**src/rtl/vga_timing_pkg.sv**
```systemverilog
// Shared timing definitions for the VGA receive path.
// Holds the 640x480@60 timing constants (identical to the transmitter),
// the capture FSM state type and the pixel coordinate width.
package vga_timing_pkg;

    localparam int COORD_W      = 10;

    localparam int VGA_H_SYNC   = 96;
    localparam int VGA_H_BACK   = 48;
    localparam int VGA_H_ACTIVE = 640;
    localparam int VGA_H_TOTAL  = 800;
    localparam int VGA_V_SYNC   = 2;
    localparam int VGA_V_BACK   = 33;
    localparam int VGA_V_ACTIVE = 480;
    localparam int VGA_V_TOTAL  = 525;

    // Extra clocks past a nominal line before a missing hsync is declared.
    localparam int H_TIMEOUT_MARGIN = 16;

    typedef logic [COORD_W-1:0] coord_t;

    typedef enum logic [1:0] {
        IDLE,
        TRAIN,
        LOCKED
    } rx_state_e;

endpackage

```
**src/rtl/vga_rx_capture_if.sv**
```systemverilog
// Pixel write stream produced by vga_rx_capture.
//   pix_wr_en   : one-cycle strobe per captured active pixel
//   pix_x/pix_y : pixel coordinates
//   pix_data    : captured 24-bit pixel value
//   frame_start : strobe qualifier marking pixel (0,0)
// master = capture block, slave = frame buffer / write-back consumer.
interface vga_rx_capture_if;
    import vga_timing_pkg::*;

    logic        pix_wr_en;
    coord_t      pix_x;
    coord_t      pix_y;
    logic [23:0] pix_data;
    logic        frame_start;

    modport master (output pix_wr_en, pix_x, pix_y, pix_data, frame_start);
    modport slave  (input  pix_wr_en, pix_x, pix_y, pix_data, frame_start);
endinterface

```
**src/rtl/vga_sync_edge.sv**
```systemverilog
// Two-stage sync register with assert-edge detection.
//   clk, rst    : pixel clock, synchronous active-high reset
//   sync_in     : raw hsync or vsync from the transmitter
//   assert_edge : high for one cycle when stage 1 enters the asserted level
//                 while stage 2 is still deasserted
// Both stages reset to the deasserted level so no false edge follows reset.
module vga_sync_edge #(
    parameter logic POL = 1'b0
) (
    input  logic clk,
    input  logic rst,
    input  logic sync_in,
    output logic assert_edge
);

    logic s1, s2;

    always_ff @(posedge clk) begin
        if (rst) begin
            s1 <= ~POL;
            s2 <= ~POL;
        end else begin
            s1 <= sync_in;
            s2 <= s1;
        end
    end

    assign assert_edge = (s1 == POL) && (s2 != POL);

endmodule

```
**src/rtl/vga_rx_capture.sv**
```systemverilog
// VGA receive-side timing recovery and pixel capture.
//   clk, rst        : pixel clock, synchronous active-high reset
//   hsync, vsync    : syncs from the transmitter (asserted level SYNC_POL)
//   rgb_in          : pixel data aligned with the syncs
//   pix             : pixel write stream (vga_rx_capture_if.master)
//   locked          : timing currently matches the parameters
//   err, err_cnt    : violation pulse while locked, saturating count
// Optional (macro VGA_RX_CHECKSUM_EN):
//   frame_sum, sum_valid : per-frame mod-2^32 sum of captured pixels
module vga_rx_capture
    import vga_timing_pkg::*;
#(
    parameter int   H_SYNC   = VGA_H_SYNC,
    parameter int   H_BACK   = VGA_H_BACK,
    parameter int   H_ACTIVE = VGA_H_ACTIVE,
    parameter int   H_TOTAL  = VGA_H_TOTAL,
    parameter int   V_SYNC   = VGA_V_SYNC,
    parameter int   V_BACK   = VGA_V_BACK,
    parameter int   V_ACTIVE = VGA_V_ACTIVE,
    parameter int   V_TOTAL  = VGA_V_TOTAL,
    parameter logic SYNC_POL = 1'b0
) (
    input  logic             clk,
    input  logic             rst,
    input  logic             hsync,
    input  logic             vsync,
    input  logic [23:0]      rgb_in,
    vga_rx_capture_if.master pix,
    output logic             locked,
    output logic             err,
    output logic [7:0]       err_cnt
`ifdef VGA_RX_CHECKSUM_EN
    ,
    output logic [31:0]      frame_sum,
    output logic             sum_valid
`endif
);

    localparam coord_t H_FIRST  = coord_t'(H_SYNC + H_BACK);
    localparam coord_t H_LAST   = coord_t'(H_SYNC + H_BACK + H_ACTIVE - 1);
    localparam coord_t V_FIRST  = coord_t'(V_SYNC + V_BACK);
    localparam coord_t V_LAST   = coord_t'(V_SYNC + V_BACK + V_ACTIVE - 1);
    localparam coord_t H_END    = coord_t'(H_TOTAL - 1);
    localparam coord_t V_END    = coord_t'(V_TOTAL - 1);
    localparam coord_t H_TMO    = coord_t'(H_TOTAL + H_TIMEOUT_MARGIN);

    rx_state_e   state;
    logic        hs_edge, vs_edge;
    logic [23:0] rgb_q;
    coord_t      h_cnt, v_cnt;
    logic        bad_line, bad_frame, violation, in_win;

    vga_sync_edge #(.POL(SYNC_POL)) u_hs (
        .clk         (clk),
        .rst         (rst),
        .sync_in     (hsync),
        .assert_edge (hs_edge)
    );

    vga_sync_edge #(.POL(SYNC_POL)) u_vs (
        .clk         (clk),
        .rst         (rst),
        .sync_in     (vsync),
        .assert_edge (vs_edge)
    );

    always_ff @(posedge clk) begin
        if (rst) rgb_q <= '0;
        else     rgb_q <= rgb_in;
    end

    // h_cnt saturates so a dead link holds at 1023 instead of wrapping
    // back into the capture window.
    always_ff @(posedge clk) begin
        if (rst) begin
            h_cnt <= '0;
            v_cnt <= '0;
        end else begin
            if (hs_edge)          h_cnt <= '0;
            else if (h_cnt != '1) h_cnt <= h_cnt + 1'b1;

            if (vs_edge)          v_cnt <= '0;
            else if (hs_edge)     v_cnt <= v_cnt + 1'b1;
        end
    end

    // Timeout is an equality test so a saturated counter reports only once.
    always_comb begin
        bad_line  = (hs_edge && (h_cnt != H_END)) || (!hs_edge && (h_cnt == H_TMO));
        bad_frame = vs_edge && (v_cnt != V_END);
        violation = bad_line || bad_frame;
        in_win    = (state == LOCKED) && !violation &&
                    (h_cnt >= H_FIRST) && (h_cnt <= H_LAST) &&
                    (v_cnt >= V_FIRST) && (v_cnt <= V_LAST);
    end

    always_ff @(posedge clk) begin
        if (rst) begin
            state   <= IDLE;
            locked  <= 1'b0;
            err     <= 1'b0;
            err_cnt <= '0;
        end else begin
            err <= 1'b0;
            case (state)
                IDLE: begin
                    if (vs_edge) state <= TRAIN;
                end
                TRAIN: begin
                    if (violation) begin
                        state <= IDLE;
                    end else if (vs_edge) begin
                        state  <= LOCKED;
                        locked <= 1'b1;
                    end
                end
                LOCKED: begin
                    if (violation) begin
                        state  <= IDLE;
                        locked <= 1'b0;
                        err    <= 1'b1;
                        if (err_cnt != 8'hFF) err_cnt <= err_cnt + 8'd1;
                    end
                end
                default: begin
                    state  <= IDLE;
                    locked <= 1'b0;
                end
            endcase
        end
    end

    // Coordinates and data only load inside the window, so the subtractions
    // never underflow and the last pixel holds between strobes.
    always_ff @(posedge clk) begin
        if (rst) begin
            pix.pix_wr_en   <= 1'b0;
            pix.frame_start <= 1'b0;
            pix.pix_x       <= '0;
            pix.pix_y       <= '0;
            pix.pix_data    <= '0;
        end else begin
            pix.pix_wr_en   <= in_win;
            pix.frame_start <= in_win && (h_cnt == H_FIRST) && (v_cnt == V_FIRST);
            if (in_win) begin
                pix.pix_x    <= h_cnt - H_FIRST;
                pix.pix_y    <= v_cnt - V_FIRST;
                pix.pix_data <= rgb_q;
            end
        end
    end

`ifdef VGA_RX_CHECKSUM_EN
    logic [31:0] sum_acc, sum_next;
    logic        sum_latch, sum_abort;

    always_comb begin
        sum_next  = sum_acc + (pix.pix_wr_en ? {8'd0, pix.pix_data} : 32'd0);
        sum_latch = (state == LOCKED) && vs_edge && !violation;
        sum_abort = (state == LOCKED) && violation;
    end

    always_ff @(posedge clk) begin
        if (rst) begin
            sum_acc   <= '0;
            frame_sum <= '0;
            sum_valid <= 1'b0;
        end else begin
            sum_valid <= 1'b0;
            if (sum_abort) begin
                sum_acc <= '0;
            end else if (sum_latch) begin
                frame_sum <= sum_next;
                sum_valid <= 1'b1;
                sum_acc   <= '0;
            end else begin
                sum_acc <= sum_next;
            end
        end
    end
`endif

endmodule
```
**src/flat_wrapper.sv**
```systemverilog
// flat-port wrapper written by rule: the top's interface ports become plain ports
module vga_rx_capture_flat import vga_timing_pkg::*;
#(
    parameter int   H_SYNC   = VGA_H_SYNC,
    parameter int   H_BACK   = VGA_H_BACK,
    parameter int   H_ACTIVE = VGA_H_ACTIVE,
    parameter int   H_TOTAL  = VGA_H_TOTAL,
    parameter int   V_SYNC   = VGA_V_SYNC,
    parameter int   V_BACK   = VGA_V_BACK,
    parameter int   V_ACTIVE = VGA_V_ACTIVE,
    parameter int   V_TOTAL  = VGA_V_TOTAL,
    parameter logic SYNC_POL = 1'b0
)
  (clk, rst, hsync, vsync, rgb_in, locked, err, err_cnt, pix_pix_wr_en, pix_pix_x, pix_pix_y, pix_pix_data, pix_frame_start);
  vga_rx_capture_if pix_i ();
  input  logic clk;
  input  logic rst;
  input  logic hsync;
  input  logic vsync;
  input  logic [23:0] rgb_in;
  output logic locked;
  output logic err;
  output logic [7:0] err_cnt;
  output wire logic [$bits(pix_i.pix_wr_en)-1:0] pix_pix_wr_en;
  output wire logic [$bits(pix_i.pix_x)-1:0] pix_pix_x;
  output wire logic [$bits(pix_i.pix_y)-1:0] pix_pix_y;
  output wire logic [$bits(pix_i.pix_data)-1:0] pix_pix_data;
  output wire logic [$bits(pix_i.frame_start)-1:0] pix_frame_start;
  assign pix_pix_wr_en = pix_i.pix_wr_en;
  assign pix_pix_x = pix_i.pix_x;
  assign pix_pix_y = pix_i.pix_y;
  assign pix_pix_data = pix_i.pix_data;
  assign pix_frame_start = pix_i.frame_start;
  vga_rx_capture #(.H_SYNC(H_SYNC), .H_BACK(H_BACK), .H_ACTIVE(H_ACTIVE), .H_TOTAL(H_TOTAL), .V_SYNC(V_SYNC), .V_BACK(V_BACK), .V_ACTIVE(V_ACTIVE), .V_TOTAL(V_TOTAL), .SYNC_POL(SYNC_POL)) u_core (.clk(clk), .rst(rst), .hsync(hsync), .vsync(vsync), .rgb_in(rgb_in), .pix(pix_i), .locked(locked), .err(err), .err_cnt(err_cnt));
endmodule
```
**config.mk**
```make
export PLATFORM = sky130hd
export DESIGN_NAME = vga_rx_capture_flat
export DESIGN_NICKNAME = d
export VERILOG_FILES = /design/src/rtl/vga_timing_pkg.sv /design/src/rtl/vga_rx_capture_if.sv /design/src/rtl/vga_sync_edge.sv /design/src/rtl/vga_rx_capture.sv /design/src/flat_wrapper.sv
export SDC_FILE = /design/constraint.sdc
export NUM_CORES = 1
export LEC_CHECK = 0
export CORE_AREA = 2 2 116 118
export DETAILED_ROUTE_END_ITERATION = 7
export DIE_AREA = 0 0 118 120
export GPL_TIMING_DRIVEN = 0
export MAX_ROUTING_LAYER = met4
export PLACE_DENSITY = 0.59
export SLEW_MARGIN = 10
export SYNTH_ARGS = -nofsm -noshare
export SYNTH_HDL_FRONTEND = slang
export SYNTH_SLANG_ARGS = --single-unit
```
**constraint.sdc**
```tcl
create_clock -name clk -period 2.3 [get_ports clk]
set_input_delay 0.46 -clock clk [delete_from_list [all_inputs] [get_ports clk]]
set_output_delay 0.46 -clock clk [all_outputs]
set_load 0.02 [all_outputs]
```
==> metrics.cfg, run 1 <==
[clock_network]
postCtsHoldBufs=0
cts.sinks=106
cts.reportedPaths.clkPinSlew_ns=0.07
clk_latency_ns=0.35
clock-root-buffer=clkbuf_16
cts_buffers=9
clockBufferDepth=2
cts_max_level=3
cts_tree=yes

[placement]
dpl_worst_slack_ns=-0.3923
place_hpwl_um=9103
gp_congestion=0.9373
portBuffers=83
placed_cells=759

[drt]
drt-initial-drc-count=291
wire_per_inst_um=16.49
route.final.wire_length_um=12970
ant_nets=0
viasPerCell=5.267
firstDrtPassIters=5
num_vias=4145
drcViolationCount=0

[floorplan]
die_h_um=120
dieArea_sq_mm=0.01416
start_util_pct=35.97
rows=42
fp.coreArea_sq_mm=0.01298
io_pins=84
fp.dieW_um=118

[timing]
hold_slack_ns=0.4312
skew_ns=0.007162
slew_headroom_pct=60.97
layout_min_cycle_time_ns=2.318
fin_setup_tns_ns=-0.04148
max_freq_mhz=431.4
worst-slew-pin-transition_ns=0.5820
slew_violations=0
grt_setup_unrepaired=yes
hold_viol=0
setup_violations=3
period_share_pct=100.8
worst_slack_ns=-0.01819

[worst_hold_path]
hold_class=flip-flop to flip-flop

[power_and_ir_drop]
p_leak_nw=2.154
swShare_pct=21.11
comb_power_share_pct=6.1
internal-power_w=0.003093
seqPwrFrac_pct=48.1
powerDensity_mw_per_mm2=607.8
power_switching_w=0.0008273
pwr-share-clk_pct=45.9
peakVddDrop_mv=0.4098

[setup_path]
end_kind=flip-flop
path_cells=inv_1 > ha_1 > nor4bb_4 > a31oi_4 > or3_4 > buf_8 > buf_6 > o31ai_2 > a21oi_1
crit_path_top_delay_cell=or3_4
cp_data_arrival_time_ns=2.54
critPathRequiredTime_ns=2.52
start_kind=flip-flop
cp_max_fo=10
worstSetupPathType=flip-flop to flip-flop
worst_path_largest_cell_delay_ns=0.39

[global_routing]
grtUsageTotal_pct=18.63
grt_max_degree=17
grt_overflow=0
grt_pass1_vias=4088
grt_pass1_wl_um=20550
antenna_found_initial=0

[layout]
fin_nets=643
area_growth_pct=38.13
num_antenna_cells=0
fin_cells=787
drive_gt1_share_pct=18.99
nFillCells=1229
final_util_pct=49.69

[synth]
synth.most_common_cell=dfxtp_1
syn_avg_cell_area_sq_um=9.339
synth-edff-count=0
syn_inst=500
synth_top_area_cell=dfxtp_1
synth_nets=537
ys_async_sr_fraction_pct=0
synth_seq_cells=106
synth_ff_type=dfxtp_1
synth_top_area_share_pct=45.44
ys_top_cells_by_count=106 x dfxtp_1, 45 x a21oi_1, 38 x nand4_1
synth_area_sq_mm=0.004669
ys_seq_area_share_pct=45.44
synth_area_leaders=dfxtp_1 45%, o31ai_1 5.9%, nand4_1 5.1%
ys_warn_count=0
synth_cell_types=54

[outcome]
outcome=complete, but fails checks
violations=negative setup slack

[flow_run]
cap_violations=0

[worst paths after layout]
| kind | start | end | slack (ns) | depth (start not counted) |
|---|---|---|---|---|
| max | u_core.v_cnt[1] | u_core.pix.pix_data[9] | -0.02 | 9 |
| min reg2reg | u_core.u_vs.s1 | u_core.u_vs.s2 | 0.43 | 1 |
| max reg2reg | u_core.v_cnt[1] | u_core.pix.pix_data[9] | -0.02 | 9 |
| min | u_core.u_vs.s1 | u_core.u_vs.s2 | 0.43 | 1 |
[worst max-delay path: cells and delay by family (launching register included)]
family,cells,cell delay [ns]
buffers and inverters,3,0.40
flip-flops,1,0.36
AO/OA/AOI/OAI,3,0.56
AND/OR/NAND/NOR,2,0.67
adder cells (fa/ha/maj),1,0.19
[area by class of cell]
class / instances / area (sq um) / area share, %
clock inverter: 4 / 97.59 / 1.513
inverter: 12 / 45.04 / 0.6984
timing repair buffer: 97 / 939.7 / 14.57
multi-input combinational: 341 / 2511 / 38.93
tap: 176 / 220.2 / 3.414
buffer: 39 / 251.5 / 3.899
sequential: 106 / 2128 / 33.00
clock buffer: 12 / 256.5 / 3.977
[cell usage in the layout, fill, tap and decap left out, types with 8 or more instances in the layout]
| cell | n |
|---|---|
| nor2_1 | 28 |
| nand2_1 | 25 |
| o31ai_1 | 20 |
| nand4_1 | 38 |
| xor2_1 | 9 |
| clkdlybuf4s50_1 | 83 |
| a31oi_1 | 8 |
| dfxtp_1 | 101 |
| buf_2 | 8 |
| inv_1 | 10 |
| o31ai_2 | 11 |
| xnor2_1 | 14 |
| clkbuf_16 | 9 |
| ha_1 | 8 |
| buf_4 | 19 |
| a21oi_1 | 45 |
| clkbuf_1 | 10 |
| nor2b_1 | 28 |
[power groups by stage]
stage               Clock [W]  Sequential [W]  Combinational (W)
detailed placement          0         0.00192           0.000215
global route          0.00192         0.00189           0.000257
global placement            0         0.00192           0.000214
finish                0.00180         0.00188           0.000237
floorplan                   0         0.00192           0.000119
CTS                   0.00184         0.00188           0.000219
[layer usage]
metal	wire length, um	GRT usage [%]
met5	0	-
met4	342	6.325
met3	782	5.323
met2	6293	30.34
met1	5556	22.20
[state kept, by name, summed over array words and instances, names as in the netlist, 2 cells and up]
name	count
u_core.rgb_q	24
u_core.v_cnt	10
u_core.state	2
u_core.pix.pix_y	10
u_core.h_cnt	10
u_core.err_cnt	8
u_core.pix.pix_x	10
u_core.pix.pix_data	24
[what timing repair did]
item | in CTS | in global routing
pin swaps | 3 | 5
endpoints found under the setup margin | 46 | 45
gates resized for setup | 13 | 55
buffers inserted | 11 | 3
[logic make-up after synthesis]
logic type | after synthesis | share of synthesized area, %
fa+ha+maj | 9 | 2.412
mux | 3 | 0.8575
simple gates | 183 | 23.04
compound gates | 123 | 17.93
xor+xnor | 23 | 4.314
flops | 106 | 45.44
buf+inv | 53 | 6.002
[metrics by stage]
stage	total power [W]	area, sq um
after floorplan	0.002040	4669
after global placement	0.002138	5720
after detailed placement	0.002140	5720
after CTS	0.003939	6202
after global routing	0.004064	6450
final	0.003920	6450
Power figures use the tool's default switching activity.
==> run 2, diff against run 1 <==
--- a/config.mk
+++ b/config.mk
@@ -11,6 +11,7 @@
 export GPL_TIMING_DRIVEN = 0
 export MAX_ROUTING_LAYER = met4
 export PLACE_DENSITY = 0.59
+export REMOVE_ABC_BUFFERS = 1
 export SLEW_MARGIN = 10
 export SYNTH_ARGS = -nofsm -noshare
 export SYNTH_HDL_FRONTEND = slang
==> constraint.sdc (replaced) <==
create_clock -name clk -period 2.3 [get_ports clk]
set_input_delay 0.46 -clock clk [delete_from_list [all_inputs] [get_ports clk]]
set_output_delay 0.46 -clock clk [all_outputs]
set_load 0.1 [all_outputs]
==> run 2 against run 1 <==
  * The flow now finishes without violations
  * Via count down 2.7%
  * Largest power group unchanged
  * Sequential cell count unchanged
  * Cell area down 3.6%
  * Worst hold slack better by 0.0022 ns
  * Fmax up 2.0%
  * Core utilization down 1.8 points
  * Critical path depth down 8
  * Non-clock buffer count down 29
==> metrics.cfg, run 2 (synthesis gave the netlist of run 1 again) <==
[drt]
ant_nets=0  ; unchanged
drcViolationCount=0  ; unchanged
route.final.wire_length_um=12620  ; was 12970 um
firstDrtPassIters=5  ; unchanged
drt-initial-drc-count=324  ; was 291
viasPerCell=5.307  ; was 5.267
num_vias=4033  ; was 4145
wire_per_inst_um=16.61  ; was 16.49 um

[worst_hold_path]
hold_end=u_core.u_vs.s2  ; unchanged
hold_class=flip-flop to flip-flop  ; unchanged
min_from=u_core.u_vs.s1  ; unchanged
hold_depth=1  ; unchanged

[setup_path]
cp_max_fo=2  ; was 10
worstSetupPathType=flip-flop to output port  ; was flip-flop to flip-flop
crit_path_top_delay_cell=clkdlybuf4s50_1  ; was or3_4
start_kind=flip-flop  ; unchanged
critPathRequiredTime_ns=1.84  ; was 2.52 ns
critical_path.top_delay_family=buffers and inverters  ; was simple AND/OR/NAND/NOR gates
cp_data_arrival_time_ns=1.81  ; was 2.54 ns
critPathBufInv=1  ; was 3
worstRegToRegCells=7  ; was 9
worst_path_largest_cell_delay_ns=1.13  ; was 0.39 ns
r2r_end=u_core.pix.pix_x[8]  ; was u_core.pix.pix_data[9]
end_kind=output port  ; was flip-flop
crit_path_start=u_core.pix.pix_data[21]  ; was u_core.v_cnt[1]
path_cells=clkdlybuf4s50_1  ; was inv_1 > ha_1 > nor4bb_4 > a31oi_4 > or3_4 > buf_8 > buf_6 > o31ai_2 > a21oi_1
r2r-start=u_core.v_cnt[2]  ; was u_core.v_cnt[1]
reg2reg_slack_ns=0.07  ; was -0.02 ns

[placement]
portBuffers=83  ; unchanged
gp_congestion=0.8189  ; was 0.9373
place_hpwl_um=7699  ; was 9103 um
post_dp_cell_area_sq_mm=0.005657  ; was 0.005720 sq mm

[global_routing]
grt_pass1_vias=3920  ; was 4088
grtUsageTotal_pct=18.53  ; was 18.63%
antenna_found_initial=0  ; unchanged
grt_pass1_wl_um=20510  ; was 20550 um
grt_overflow=0  ; unchanged
grt_max_degree=48  ; was 17

[clock_network]
clk_latency_ns=0.35  ; about the same
cts_buffers=9  ; unchanged
clock-root-buffer=clkbuf_16  ; unchanged
cts_tree=yes  ; unchanged
cts.sinks=106  ; unchanged
cts_max_level=3  ; unchanged
clockBufferDepth=2  ; unchanged
cts.reportedPaths.clkPinSlew_ns=0.07  ; about the same

[layout]
area_growth_pct=33.17  ; was 38.13%
nFillCells=1249  ; was 1229
final_common_cell=dfxtp_1  ; unchanged
num_antenna_cells=0  ; unchanged
reg.largest.list=u_core.pix.pix_data: 24 flops, u_core.rgb_q: 24 flops  ; unchanged
drive_gt1_share_pct=14.90  ; was 18.99%
fin_nets=616  ; was 643
final_area_sq_mm=0.006218  ; was 0.006450 sq mm
mostFrequentLayoutCells=93 x dfxtp_1, 45 x a21oi_1, 38 x nand4_1  ; was 101 x dfxtp_1, 83 x clkdlybuf4s50_1, 45 x a21oi_1

[floorplan]
io_pins=84  ; unchanged
fp.dieW_um=118  ; unchanged
start_util_pct=35.97  ; unchanged
die_h_um=120  ; unchanged
fp.coreArea_sq_mm=0.01298  ; unchanged
dieArea_sq_mm=0.01416  ; unchanged
rows=42  ; unchanged

[outcome]
outcome=finished clean  ; was complete, but fails checks

[flow_run]
cap_violations=0  ; unchanged

[power_and_ir_drop]
total_power_w=0.003650  ; was 0.003920 W
powerDensity_mw_per_mm2=587.0  ; was 607.8 mW/mm^2
peakVddDrop_mv=0.3733  ; was 0.4098 mV
p_leak_nw=2.580  ; was 2.154 nW

[timing]
slew_headroom_pct=31.88  ; was 60.97%
max_freq_mhz=440.0  ; was 431.4 MHz
worst-slew-pin-transition_ns=1.026  ; was 0.5820 ns
setup_violations=0  ; was 3
hold_viol=0  ; unchanged
period_share_pct=98.81  ; was 100.8%
slew_violations=0  ; unchanged
skew_ns=0.004551  ; was 0.007162 ns
layout_min_cycle_time_ns=2.273  ; was 2.318 ns

==> run 2: cell types whose count changed in the layout (fill, tap and decap cells not counted), moves of 8 or more <==
cell             change
buf_2                -8
o31ai_2             -10
dlygate4sd2_1       +30
dfxtp_1              -8
o31ai_1             +17
clkdlybuf4s50_1     -51
clkbuf_1             -8
dlymetal6s2s_1      +20
==> run 2: layout make-up <==
type	instances	area [sq um]	share of cell area [%]
clock inverter	5	53.80	0.8652
sequential	106	2141	34.43
tap	176	220.2	3.541
multi-input combinational	343	2384	38.33
clock buffer	11	232.7	3.742
inverter	12	45.04	0.7243
timing repair buffer	107	1142	18.37
==> run 2: per-layer routing <==
| metal | track usage [%] | part of all wire, % | up-vias |
|---|---|---|---|
| li1 | - | - | 1989 |
| met1 | 23.60 | 46 | 1938 |
| met2 | 30.01 | 49 | 89 |
| met3 | 2.994 | 3.3 | 17 |
| met4 | 6.476 | 2.1 | 0 |
| met5 | - | 0 | - |
==> run 2: worst max-delay path by stage <==
stage / depth (start not counted) / slack (ns) / to
after floorplan: 7 / -0.86 / u_core.pix.pix_x[6]
after global placement: 7 / -2.52 / u_core.pix.pix_y[7]
after detailed placement: 7 / -0.51 / u_core.pix.pix_x[8]
after CTS: 6 / -0.002 / u_core.pix.pix_x[8]
after global routing: 11 / -0.01 / u_core.pix.pix_data[5]
final: 1 / 0.03 / pix_pix_data[21]
==> run 2: worst register-to-register path: stages (launching register included) <==
cell       delay (ns)
dfxtp_4          0.38
or3_4            0.42
a2111oi_4        0.42
nor3_4           0.11
buf_12           0.17
nor3_4           0.17
buf_12           0.15
mux2_4           0.30
==> run 2: through the flow <==
step                setup slack [ns]  utilization, %  std cells  hold WS, ns   TNS [ns]
global route               -0.009532           47.91        760       0.4557   -0.02069
CTS                        -0.002055           46.94        757       0.4359  -0.002055
floorplan                    -0.8644               -        459       0.4075     -33.96
finish                       0.02735           47.91        760       0.4334          0
global placement              -2.523           42.26        718       0.4196    -203.97
detailed placement           -0.5063           43.58        726       0.4183     -10.43
==> run 2: power breakdown <==
group / total [W] / internal (W) / switching [W]
Sequential: 0.00188 / 0.00187 / 0.0000156
Clock: 0.00153 / 0.000844 / 0.000685
Combinational: 0.000240 / 0.000109 / 0.000130
Total: 0.00365 / 0.00282 / 0.000831
==> run 2: what timing repair did <==
action                     4_1_cts  5_1_grt
resized for setup               42       38
setup endpoints to repair       79       67
hold endpoints to repair         0        0
gates cloned                     2        0
hold buffers                     0        0
pin swaps                        8        6
setup buffers                   13        3
==> run 3, diff against run 2 <==
--- a/config.mk
+++ b/config.mk
@@ -5,9 +5,9 @@
 export SDC_FILE = /design/constraint.sdc
 export NUM_CORES = 1
 export LEC_CHECK = 0
-export CORE_AREA = 2 2 116 118
+export CORE_AREA = 2 2 115 117
 export DETAILED_ROUTE_END_ITERATION = 7
-export DIE_AREA = 0 0 118 120
+export DIE_AREA = 0 0 117 119
 export GPL_TIMING_DRIVEN = 0
 export MAX_ROUTING_LAYER = met4
 export PLACE_DENSITY = 0.59
@@ -15,4 +15,5 @@
 export SLEW_MARGIN = 10
 export SYNTH_ARGS = -nofsm -noshare
 export SYNTH_HDL_FRONTEND = slang
+export SYNTH_HIERARCHICAL = 1
 export SYNTH_SLANG_ARGS = --single-unit
==> run 3 against run 2 <==
  * The flow now finishes with violations (negative setup slack)
  * First-iteration DRC count is 10% lower
  * Routed wire length grew 2.2%
  * Global-route usage grew 0.98 points
  * Synthesized area decreased by 1.7%
  * Combinational power about the same
  * Sequential share of layout area decreased by 1.5 points
  * Worst hold slack got worse by 0.0051 ns
  * Setup slack lost 0.15 ns
  * Sequential power barely moved
  * Core utilization up 2.5 points
  * Clock skew grew 0.0082 ns
  * Highest routed layer unchanged
==> metrics.cfg, run 3 <==
[clock_network]
cts_buffers=9  ; unchanged
clockBufferDepth=2  ; unchanged
clock-root-buffer=clkbuf_16  ; unchanged
cts.reportedPaths.clkPinSlew_ns=0.07  ; about the same
clk_latency_ns=0.35  ; about the same
cts_max_level=3  ; unchanged
cts.sinks=106  ; unchanged
cts_tree=yes  ; unchanged
postCtsHoldBufs=0  ; unchanged

[timing]
hold_slack_ns=0.4283  ; was 0.4334 ns
layout_min_cycle_time_ns=2.425  ; was 2.273 ns
slew_violations=0  ; unchanged
hold_viol=0  ; unchanged
grt_setup_unrepaired=yes
period_share_pct=105.4  ; was 98.81%
worst_slack_ns=-0.1250  ; was 0.02735 ns
setup_violations=39  ; was 0
slew_headroom_pct=34.16  ; was 31.88%
max_freq_mhz=412.4  ; was 440.0 MHz
skew_ns=0.01279  ; was 0.004551 ns
worst-slew-pin-transition_ns=0.9916  ; was 1.026 ns

[floorplan]
fp.dieW_um=117  ; was 118 um
dieArea_sq_mm=0.01392  ; was 0.01416 sq mm
rows=42  ; unchanged
io_pins=84  ; unchanged
start_util_pct=35.65  ; was 35.97%
die_h_um=119  ; was 120 um
fp.coreArea_sq_mm=0.01287  ; was 0.01298 sq mm

[placement]
place_hpwl_um=7734  ; was 7699 um
portBuffers=83  ; unchanged
gp_congestion=0.8342  ; was 0.8189
dpl_worst_slack_ns=-0.6517  ; was -0.5063 ns

[flow_run]
cap_violations=0  ; unchanged

[setup_path]
cp_data_arrival_time_ns=2.66  ; was 1.81 ns
crit_top_cell=buf_12
start_kind=flip-flop  ; unchanged
cp_max_fo=6  ; was 2
path_cells=or3_4 > or4_4 > o32a_4 > buf_12 > nor3_4 > buf_12 > mux2_4  ; was clkdlybuf4s50_1
crit_path_top_delay_cell=or4_4  ; was clkdlybuf4s50_1
critPathBufInv=2  ; was 1
worst_path_largest_cell_delay_ns=0.43  ; was 1.13 ns
end_kind=flip-flop  ; was output port
critPathRequiredTime_ns=2.54  ; was 1.84 ns
worstSetupPathType=flip-flop to flip-flop  ; was flip-flop to output port
critical_path.top_delay_family=simple AND/OR/NAND/NOR gates  ; was buffers and inverters

[layout]
drive_gt1_share_pct=18.78  ; was 14.90%
num_antenna_cells=0  ; unchanged
reg.largest.list=u_core/pix.pix_data: 24 flops, u_core/rgb_q: 24 flops  ; was u_core.pix.pix_data: 24 flops, u_core.rgb_q: 24 flops
final_common_cell=dfxtp_1  ; unchanged
fin_nets=623  ; was 616
nFillCells=1220  ; was 1249
mostFrequentLayoutCells=100 x dfxtp_1, 44 x a21oi_1, 42 x nand4_1  ; was 93 x dfxtp_1, 45 x a21oi_1, 38 x nand4_1
area_growth_pct=41.38  ; was 33.17%

[synth]
synth_compound_area_share_pct=16.85  ; was 17.93%
ys_warn_count=6  ; was 0
syn_avg_cell_area_sq_um=9.088  ; was 9.339 sq um
synth_top_family_by_area=simple AND/OR/NAND/NOR gates  ; unchanged
synthAdderAreaFrac_pct=2.454  ; was 2.412%
synth_ff_type=dfxtp_1  ; unchanged
synth_area_sq_mm=0.004589  ; was 0.004669 sq mm
syn_inst=505  ; was 500
synth_top_area_share_pct=46.24  ; was 45.44%
ys_async_sr_fraction_pct=0  ; unchanged
synth.most_common_cell=dfxtp_1  ; unchanged
synth_xor_xnor_area_share_pct=4.198  ; was 4.314%
synth-edff-count=0  ; unchanged
synthSimpleGateAreaFrac_pct=23.28  ; was 23.04%
synth_cell_types=48  ; was 54
ys_top_cells_by_count=106 x dfxtp_1, 44 x a21oi_1, 42 x nand4_1  ; was 106 x dfxtp_1, 45 x a21oi_1, 38 x nand4_1
ys_seq_area_share_pct=46.24  ; was 45.44%
synth_top_area_cell=dfxtp_1  ; unchanged
synth_seq_cells=106  ; unchanged
synth.area.mux_share_pct=1.827  ; was 0.8574%
synth_area_leaders=dfxtp_1 46%, o31ai_1 6.1%, nand4_1 5.7%  ; was dfxtp_1 45%, o31ai_1 5.9%, nand4_1 5.1%

[drt]
num_vias=4133  ; was 4033
wire_per_inst_um=16.82  ; was 16.61 um
firstDrtPassIters=4  ; was 5
drcViolationCount=0  ; unchanged
drt-initial-drc-count=291  ; was 324
route.final.wire_length_um=12900  ; was 12620 um
ant_nets=0  ; unchanged
viasPerCell=5.389  ; was 5.307

[global_routing]
grt_pass1_wl_um=20690  ; was 20510 um
grt_max_degree=49  ; was 48
grt_overflow=0  ; unchanged
antenna_found_initial=0  ; unchanged
grt_pass1_vias=3932  ; was 3920
grtUsageTotal_pct=19.51  ; was 18.53%

[power_and_ir_drop]
peakVddDrop_mv=0.3820  ; was 0.3733 mV
powerDensity_mw_per_mm2=574.9  ; was 587.0 mW/mm^2
p_leak_nw=2.634  ; was 2.580 nW

[outcome]
violations=negative setup slack
outcome=complete, but fails checks  ; was finished clean

[worst_hold_path]
hold_class=flip-flop to flip-flop  ; unchanged

run 3: cell count changes after synthesis, moves of 4 or more:
cell | before | now
nand2_1 | 25 | 13
buf_2 | 11 | 3
buf_6 | 7 | 2
buf_1 | 3 | 8
clkbuf_1 | 16 | 36
nor2_1 | 28 | 34
or2_1 | 0 | 4
or2_2 | 7 | 3
nor2b_1 | 28 | 32
nand4_1 | 38 | 42
buf_4 | 4 | 0
run 3: what timing repair did:
item,CTS,global route
endpoints found under the setup margin,84,65
pin swaps,6,6
setup buffers,20,7
gates resized for setup,66,41
gates cloned,2,0
run 3: layout make-up:
| type | count | area [sq um] | area share [%] |
|---|---|---|---|
| sequential | 106 | 2135 | 32.90 |
| timing repair buffer | 118 | 1244 | 19.17 |
| inverter | 9 | 33.78 | 0.5206 |
| clock buffer | 11 | 242.7 | 3.741 |
| tap | 176 | 220.2 | 3.394 |
| multi-input combinational | 342 | 2544 | 39.20 |
| clock inverter | 5 | 70.07 | 1.080 |
run 3: final timing paths:
| kind | from | end | slack, ns | cells past startpoint |
|---|---|---|---|---|
| max | u_core/v_cnt[7] | u_core/pix.pix_x[7] | -0.13 | 7 |
| min | u_core/u_vs/s1 | u_core/u_vs/s2 | 0.43 | 1 |
| max reg2reg | u_core/v_cnt[7] | u_core/pix.pix_x[7] | -0.13 | 7 |
| min reg2reg | u_core/u_vs/s1 | u_core/u_vs/s2 | 0.43 | 1 |
run 3: logic make-up (layout without fill, tap and decap cells):
logic type	after synthesis	after routing
buffers and inverters	58	143
muxes	7	7
DFF	106	106
AOI/OAI and AO/OA	119	120
xor gates and xnor gates	22	22
adders and majority gates	9	9
and+or+nand+nor	184	184
run 3: metal layers:
metal / global-route usage [%] / share of wire [%]
met1: 25.26 / 45
met2: 31.43 / 50
met3: 3.053 / 3.4
met4: 5.809 / 1.2
met5: - / 0
run 3: per-stage QoR:
step           util (%)  area (sq um)  std cells  power [W]  TNS [ns]
6_report          50.40          6489        767   0.003730    -1.740
3_5_place_dp      43.75          5633        722   0.002148    -14.45
5_1_grt           50.40          6489        767   0.003861    -3.617
2_1_floorplan         -          4387        456   0.002012    -68.69
3_3_place_gp      42.24          5438        715   0.002122   -259.36
4_1_cts           48.71          6271        760   0.003763    -2.618
run 3: report_power, final:
part / internal [W] / total [W] / switching [W]
sequential: 0.00186 / 0.00188 / 0.0000175
combinational: 0.000102 / 0.000243 / 0.000141
clock: 0.000894 / 0.00160 / 0.000711
